**config.mk**
```make
export PLATFORM = sky130hd
export DESIGN_NAME = link_input_buffer
export DESIGN_NICKNAME = d
export VERILOG_FILES = /design/src/rtl/link_input_buffer.sv
export SDC_FILE = /design/constraint.sdc
export NUM_CORES = 1
export LEC_CHECK = 0
export CORE_ASPECT_RATIO = 0.9
export CORE_MARGIN = 3
export CORE_UTILIZATION = 49
export CTS_CLUSTER_SIZE = 25
export DETAILED_ROUTE_END_ITERATION = 8
export PLACE_DENSITY = 0.76
export SETUP_SLACK_MARGIN = 0.1
export SYNTH_ARGS = -nofsm -noshare
export SYNTH_HDL_FRONTEND = slang
export SYNTH_SLANG_ARGS = --single-unit
```
**constraint.sdc**
```tcl
create_clock -name clk -period 2.2 [get_ports clk]
set_input_delay 0.55 -clock clk [delete_from_list [all_inputs] [get_ports clk]]
set_output_delay 0.55 -clock clk [all_outputs]
set_load 0.1 [all_outputs]
```
**src/rtl/link_input_buffer.sv**
```systemverilog
// Receive-side flit buffer for one router input port: one-cycle ack handshake,
// head/body/tail sequence checking, and a first-word fall-through FIFO.
module link_input_buffer #(
    parameter int FLIT_W = 34,
    parameter int DEPTH  = 4
) (
    input  logic                       clk,
    input  logic                       reset_n,
    input  logic [FLIT_W-1:0]          i_flit,
    input  logic                       i_upstream_req,
    output logic                       o_upstream_ack,
    output logic [FLIT_W-1:0]          o_flit,
    output logic                       o_valid,
    input  logic                       i_ready,
    output logic [$clog2(DEPTH+1)-1:0] o_count,
    output logic                       o_full,
    output logic                       o_err_seq,
    output logic                       o_err_type
);
    localparam int CW = $clog2(DEPTH + 1);
    localparam int PW = $clog2(DEPTH);

    typedef enum logic {S_IDLE = 1'b0, S_IN_PKT = 1'b1} state_t;

    logic [FLIT_W-1:0] r_mem [0:DEPTH-1];
    logic [PW-1:0]     r_wr_ptr;
    logic [PW-1:0]     r_rd_ptr;
    logic [CW-1:0]     r_count;
    state_t            r_state;
    logic              r_ack;
    logic              r_err_seq;
    logic              r_err_type;

    logic [1:0]        w_type;
    logic              w_accept;
    logic              w_pop;
    logic              w_write;
    logic              w_drop_seq;
    logic              w_drop_type;
    state_t            w_next_state;

    assign o_full  = (r_count == CW'(DEPTH));
    assign o_valid = (r_count != '0);
    assign o_count = r_count;
    assign o_flit  = o_valid ? r_mem[r_rd_ptr] : '0;

    assign o_upstream_ack = r_ack;
    assign o_err_seq      = r_err_seq;
    assign o_err_type     = r_err_type;

    // A held request is blocked during its own ack cycle so it is never taken twice.
    assign w_type   = i_flit[FLIT_W-1 -: 2];
    assign w_accept = i_upstream_req && !o_full && !r_ack;
    assign w_pop    = o_valid && i_ready;

    always_comb begin
        w_write      = 1'b0;
        w_drop_seq   = 1'b0;
        w_drop_type  = 1'b0;
        w_next_state = r_state;
        if (w_accept) begin
            case (w_type)
                2'b01: begin
                    if (r_state == S_IDLE) begin
                        w_write      = 1'b1;
                        w_next_state = S_IN_PKT;
                    end else begin
                        w_drop_seq = 1'b1;
                    end
                end
                2'b10: begin
                    if (r_state == S_IN_PKT) w_write = 1'b1;
                    else                     w_drop_seq = 1'b1;
                end
                2'b11: begin
                    if (r_state == S_IN_PKT) begin
                        w_write      = 1'b1;
                        w_next_state = S_IDLE;
                    end else begin
                        w_drop_seq = 1'b1;
                    end
                end
                default: w_drop_type = 1'b1;
            endcase
        end
    end

    always_ff @(posedge clk or negedge reset_n) begin
        if (!reset_n) begin
            r_state    <= S_IDLE;
            r_wr_ptr   <= '0;
            r_rd_ptr   <= '0;
            r_count    <= '0;
            r_ack      <= 1'b0;
            r_err_seq  <= 1'b0;
            r_err_type <= 1'b0;
        end else begin
            r_state    <= w_next_state;
            r_ack      <= w_accept;
            r_err_seq  <= w_drop_seq;
            r_err_type <= w_drop_type;
            if (w_write) begin
                r_wr_ptr <= (r_wr_ptr == PW'(DEPTH - 1)) ? '0 : r_wr_ptr + PW'(1);
            end
            if (w_pop) begin
                r_rd_ptr <= (r_rd_ptr == PW'(DEPTH - 1)) ? '0 : r_rd_ptr + PW'(1);
            end
            case ({w_write, w_pop})
                2'b10:   r_count <= r_count + CW'(1);
                2'b01:   r_count <= r_count - CW'(1);
                default: r_count <= r_count;
            endcase
        end
    end

    // Storage needs no reset: entries are only observable once counted in.
    always_ff @(posedge clk) begin
        if (w_write) r_mem[r_wr_ptr] <= i_flit;
    end
endmodule

```
==> results of run 1 <==
## path summary, 6_finish.rpt
| kind | from | end | slack [ns] | cells past startpoint |
|---|---|---|---|---|
| worst max-delay path | r_rd_ptr[0] | o_flit[27] | -0.33 | 5 |
| max in group asynchronous | reset_n | o_count[2] | 1.31 | 1 |
| worst min register to register | o_count[2] | o_count[2] | 0.53 | 1 |
| worst max register to register | r_state | o_count[1] | 0.15 | 7 |
| worst min-delay path | reset_n | o_count[0] | 0.48 | 1 |
| min in group clk | i_flit[33] | o_err_type | 0.50 | 3 |
## cell usage in the layout, fill, tap and decap left out, drive strengths merged
cell type,netlist,routed
a211oi,1,1
a21oi,1,1
and2,39,39
buf,7,78
bufinv,0,3
clkbuf,5,18
clkdlybuf4s50,0,35
clkinv,0,4
clkinvlp,0,2
dfrtp,11,11
dlygate4sd2,0,1
dlymetal6s2s,0,1
edfxtp,136,136
fa,1,1
ha,6,6
inv,7,12
mux2,4,4
mux2i,1,1
mux4,34,34
nand2,1,1
nand2b,2,2
nand3b,2,2
nor2,3,3
nor3,1,1
nor3b,1,1
o21ai,1,1
o31ai,1,1
or2,1,1
or3,1,1
or3b,1,1
xnor2,1,1
xor2,2,2
## layout make-up
class / count / area, µm²
multi-input cells: 105 / 1430
well taps: 152 / 190
inverters: 7 / 26.3
clock inverters: 14 / 176
clock buffers: 18 / 429
flip-flops and latches: 147 / 4370
fillers: 672 / 2920
repair buffers: 115 / 1630
## state kept, by name (all words and copies together) (netlist names)
register and count:
r_rd_ptr 2, o_err_seq 1, r_state 1, r_wr_ptr 2
o_count 3, o_upstream_ack 1, r_mem 136, o_err_type 1
## metrics by stage
step                hold WS (ns)  worst slack, ns  util (%)
CTS                        0.494           -0.319      73.6
finish                     0.485           -0.334      73.9
global placement           0.522           -0.400      67.0
global route               0.502           -0.390      73.9
detailed placement         0.525           -0.442      67.0
floorplan                  0.254           -0.591         -
## worst reg2reg max path, delay by kind of cell, from the launching register on
kind,cells,cell delay [ns]
simple gates,1,0.41
buf+inv,2,0.12
fa+ha+maj,2,0.57
compound gates,1,0.27
flops,1,0.43
mux,1,0.15
## routing by layer
metal | vias to the layer above | GRT usage (%) | wire, µm
li1 | 1320 | - | -
met1 | 1481 | 24.3 | 4660
met2 | 110 | 31.6 | 5840
met3 | 18 | 6.90 | 700
met4 | 2 | 6.39 | 185
met5 | - | 0 | 13
## kinds of logic after synthesis
logic type	count (synthesis)
AO/OA/AOI/OAI	4
XOR/XNOR	3
adder cells (fa/ha/maj)	7
buffers and inverters	19
flip-flops	147
multiplexers	39
AND/OR/NAND/NOR	52
## what timing repair did
action                     CTS  global route
setup endpoints to repair  174           130
hold endpoints to repair     0             0
gates cloned                 1             0
gates resized for setup     23             4
pin swaps                   27             7
buffers inserted             6             2
==> out/qor.csv, run 1 <==
stage,metric,value,unit
grt,GR Util All Layers,19.3,%
setup_path,Crit path buffers/inverters,3,
drt,Detailed Route Iter0 Violations,212,
synthesis,xor/xnor share of the synthesized area,0.456,%
synthesis,most numerous cell in the Yosys netlist,edfxtp_1,
drt,Vias per Instance,5.25,
clock_tree,clk slew on worst S/H paths,0.06,ns
setup_path,cell chain of the critical path,buf_4 > buf_16 > mux4_2 > and2_4 > buf_12,
run,max-cap violations,0,
placed_design,Area after DPL,7480,µm²
drt,Detailed Route WL,11.4,mm
setup_path,crit path capture type,primary output,
sta,fin crit share,115,%
placed_design,total placed cells including tap cells,517,
clock_tree,"Hold-fix buffers, CTS",0,
synthesis,post-synthesis simple-gate area fraction,5.82,%
clock_tree,# clock sinks,147,
drt,DRC,0,
clock_tree,root buf cell,clkbuf_16,
synthesis,largest family of logic cells by synthesized area,multiplexers,
synthesis,Synth area leader,edfxtp_1,
setup_path,WP data arrival,1.98,ns
clock_tree,Inserted Clock Buffers,17,
placed_design,DP HPWL,7.20,mm
setup_path,Max stage delay on crit path,0.49,ns
final_layout,"non-filler cells, final",558,
sta,final hold violation count,0,
grt,largest net degree at the start of global routing,30,
setup_path,Worst setup SP type,register,
sta,relative slew slack,63.4,%
setup_path,"Largest delay share family, worst path",multiplexers,
synthesis,top post-synthesis cells by area,"edfxtp_1 (71%), mux4_2 (13%), dfrtp_1 (4.8%), and2_1 (3.7%), ha_1 (1.3%)",
outcome,failing checks,negative setup slack,
final_layout,Nets,438,
sta,clock skew,0.00868,ns
floorplanning,core area,11200,µm²
floorplanning,area of the die,13100,µm²
synthesis,asr flop ratio synth,7.48,%
final_layout,Layout area overhead,43.3,%
sta,unrepaired setup endpoints after global routing,true,
grt,vias in the first global route,3149,
synthesis,Post-Synth Adder-Cell Area,1.65,%
sta,setup slack after layout,-0.334,ns
min_path,Hold Path Class,input pin to async pin,
final_layout,n_diodes,0,
synthesis,post-synthesis compound-gate area fraction,0.651,%
drt,via count,2931,
floorplanning,boundary pin count,80,
sta,Final min period,2.53,ns
synthesis,Synth top cells by count,"edfxtp_1 (136), and2_1 (34), mux4_2 (34)",
sta,Max Fclk,0.395,GHz
final_layout,"Non-Filler Cell Area, Final",8250,µm²
drt,drt wl/cell,20.4,µm
placed_design,Port Buf Inserts,79,
grt,initial antenna violation count,1,
final_layout,fraction of layout cells with a size suffix above 1,48.5,%
synthesis,post-synthesis cell type count,30,
grt,GRT Residual Overflow,0,
synthesis,synthesized net count,316,
synthesis,prevailing post-synth register cell,edfxtp_1,
placed_design,GPL Wtd Cong,0.770,
synthesis,share of the synthesized area in the top cell type,70.9,%
setup_path,WP data required,1.65,ns
clock_tree,"Clk Latency, worst-skew pair",0.42,ns
grt,first-pass GRT wire length,18.1,mm
synthesis,"EDFF count, synth",136,
synthesis,Yosys warning total,0,
clock_tree,CTS H-Tree Depth,4,
setup_path,"critical path fanouts, max",6,
setup_path,slowest CP cell,mux4_2,
setup_path,Crit Path Class,register to primary output,
clock_tree,CTS tree,yes,
synthesis,multiplexer share of the synthesized area,14.2,%
synthesis,Synth Instances,271,
drt,DRT antenna net count,0,
sta,Final Slew Violations,0,
drt,DRT Pass-1 Iters,4,
clock_tree,Max Buffers Root-to-Sink,2,
floorplanning,DIE WIDTH,120,µm
floorplanning,Initial Util,51.6,%
outcome,outcome,finished with violations,
synthesis,sequential cell area fraction in the yosys report,75.7,%
sta,Fin Setup TNS,-10.35,ns
synthesis,Syn Area/Cell,21.3,µm²
sta,"Setup violations, final",35,
synthesis,Yosys reg bits,147,
floorplanning,num rows,36,
synthesis,Mapped Area,5760,µm²
sta,actual slew at the worst max-slew pin,0.547,ns
floorplanning,die height,109,µm
Power of run 1 is not shown: default switching activity piles up to over one toggle a cycle in this logic, so the estimate is an artifact.
==> inputs of run 2 (changes only) <==
HOLD_SLACK_MARGIN = 0.08   (was default)
==> results of run 2 <==
No change in the layout: final DEF, timing and power equal those of run 1.
Power of run 2 is left out for the same reason.
==> RTL change, RTL diff (settings of run 1) <==
Register the output `o_count` once more; this adds one clock of latency there. The other outputs are not delayed to match.
--- a/src/rtl/link_input_buffer.sv
+++ b/src/rtl/link_input_buffer.sv
@@ -42,5 +42,7 @@
     assign o_full  = (r_count == CW'(DEPTH));
     assign o_valid = (r_count != '0);
-    assign o_count = r_count;
+    always_ff @(posedge clk) begin
+        o_count <= r_count;
+    end
     assign o_flit  = o_valid ? r_mem[r_rd_ptr] : '0;
 
Function: changed (Yosys sat finds a counterexample within 4 cycles, from zero or initial values and one cycle with reset_n low).
==> RTL change against run 1 <==
  * The flow still finishes with violations (negative setup slack)
  * Synthesized area grew 1.0%
  * Routed wire length rose by 2.6%
  * Final cell count is 1.4% higher
  * Setup slack better by 0.029 ns
  * Sequential cell count grew 3
  * Design area fell by 0.30%
  * Maximum frequency is 1.1% higher
  * Synthesized cell count rose by 1.1%
  * Count of clock-buffer cells in the layout up 1
  * Critical path depth did not move
Power is not shown: default switching activity piles up to over one toggle a cycle in this logic, so the estimate is an artifact.
==> RTL change: results <==
group,metric,value,unit
cells_and_area,nNetsFinal,442,
detailed_routing,drt-initial-drc-count,193,
detailed_routing,wl_per_cell,20.7,µm
worst_setup_path,cp_max_fo,5,
worst_setup_path,timing.reg2reg.setup_slack,0.18,ns
worst_setup_path,reg2regPathDepth,9,
cells_and_area,final-clk-cell-share,7.65,%
global_routing,grt_use_total,18.8,%
timing,finClkSkew,0.0128,ns
cells_and_area,nonClockBufferCount,116,
global_routing,grt_max_degree,25,
worst_setup_path,slowest_delay,0.51,ns
cells_and_area,fillers,671,
placed_design,place_congestion,0.741,
detailed_routing,viasPerCell,5.25,
synthesis,syn_nets,319,
cells_and_area,seq_share,53.7,%
detailed_routing,m1WireLength,5090,µm
worst_setup_path,cp-endpoint,"o_flit[21]",
synthesis,synth_area_leaders,"edfxtp_1 70%, mux4_2 13%, dfrtp_1 4.7%, and2_1 3.7%, ha_1 1.3%",
cells_and_area,multi_input_area,1420,µm²
cts,cts_resized,11,
timing,setup_violations,34,
timing,setup_slack,-0.305,ns
outcome,violations,"negative setup slack",
synthesis,synth.distinct_cells,31,
detailed_routing,wl_met3,539,µm
global_routing,grt_pass1_vias,3214,
cells_and_area,fin_cells,566,
global_routing,use_met3,3.60,%
outcome,outcome,"finished, violations left",
-- RTL change: per-stage QoR --
| step | TNS, ns | util (%) | worst slack (ns) | hold WS, ns | cell area, µm² |
|---|---|---|---|---|---|
| floorplan | -15.62 | - | -0.360 | 0.254 | 5930 |
| global placement | -44.43 | 65.0 | -0.440 | 0.435 | 7490 |
| detailed placement | -48.03 | 65.0 | -0.457 | 0.442 | 7490 |
| CTS | -9.16 | 70.9 | -0.330 | 0.498 | 8170 |
| global route | -10.62 | 71.4 | -0.356 | 0.509 | 8230 |
| finish | -8.71 | 71.4 | -0.305 | 0.494 | 8230 |
-- RTL change: logic make-up after synthesis --
kind of cell | Yosys count | synth area share [%]
flip-flops | 150 | 75.9
AND/OR/NAND/NOR | 52 | 5.76
multiplexers | 39 | 14.1
buffers and inverters | 19 | 1.50
adder cells (fa/ha/maj) | 7 | 1.63
AO/OA/AOI/OAI | 4 | 0.645
XOR/XNOR | 3 | 0.451
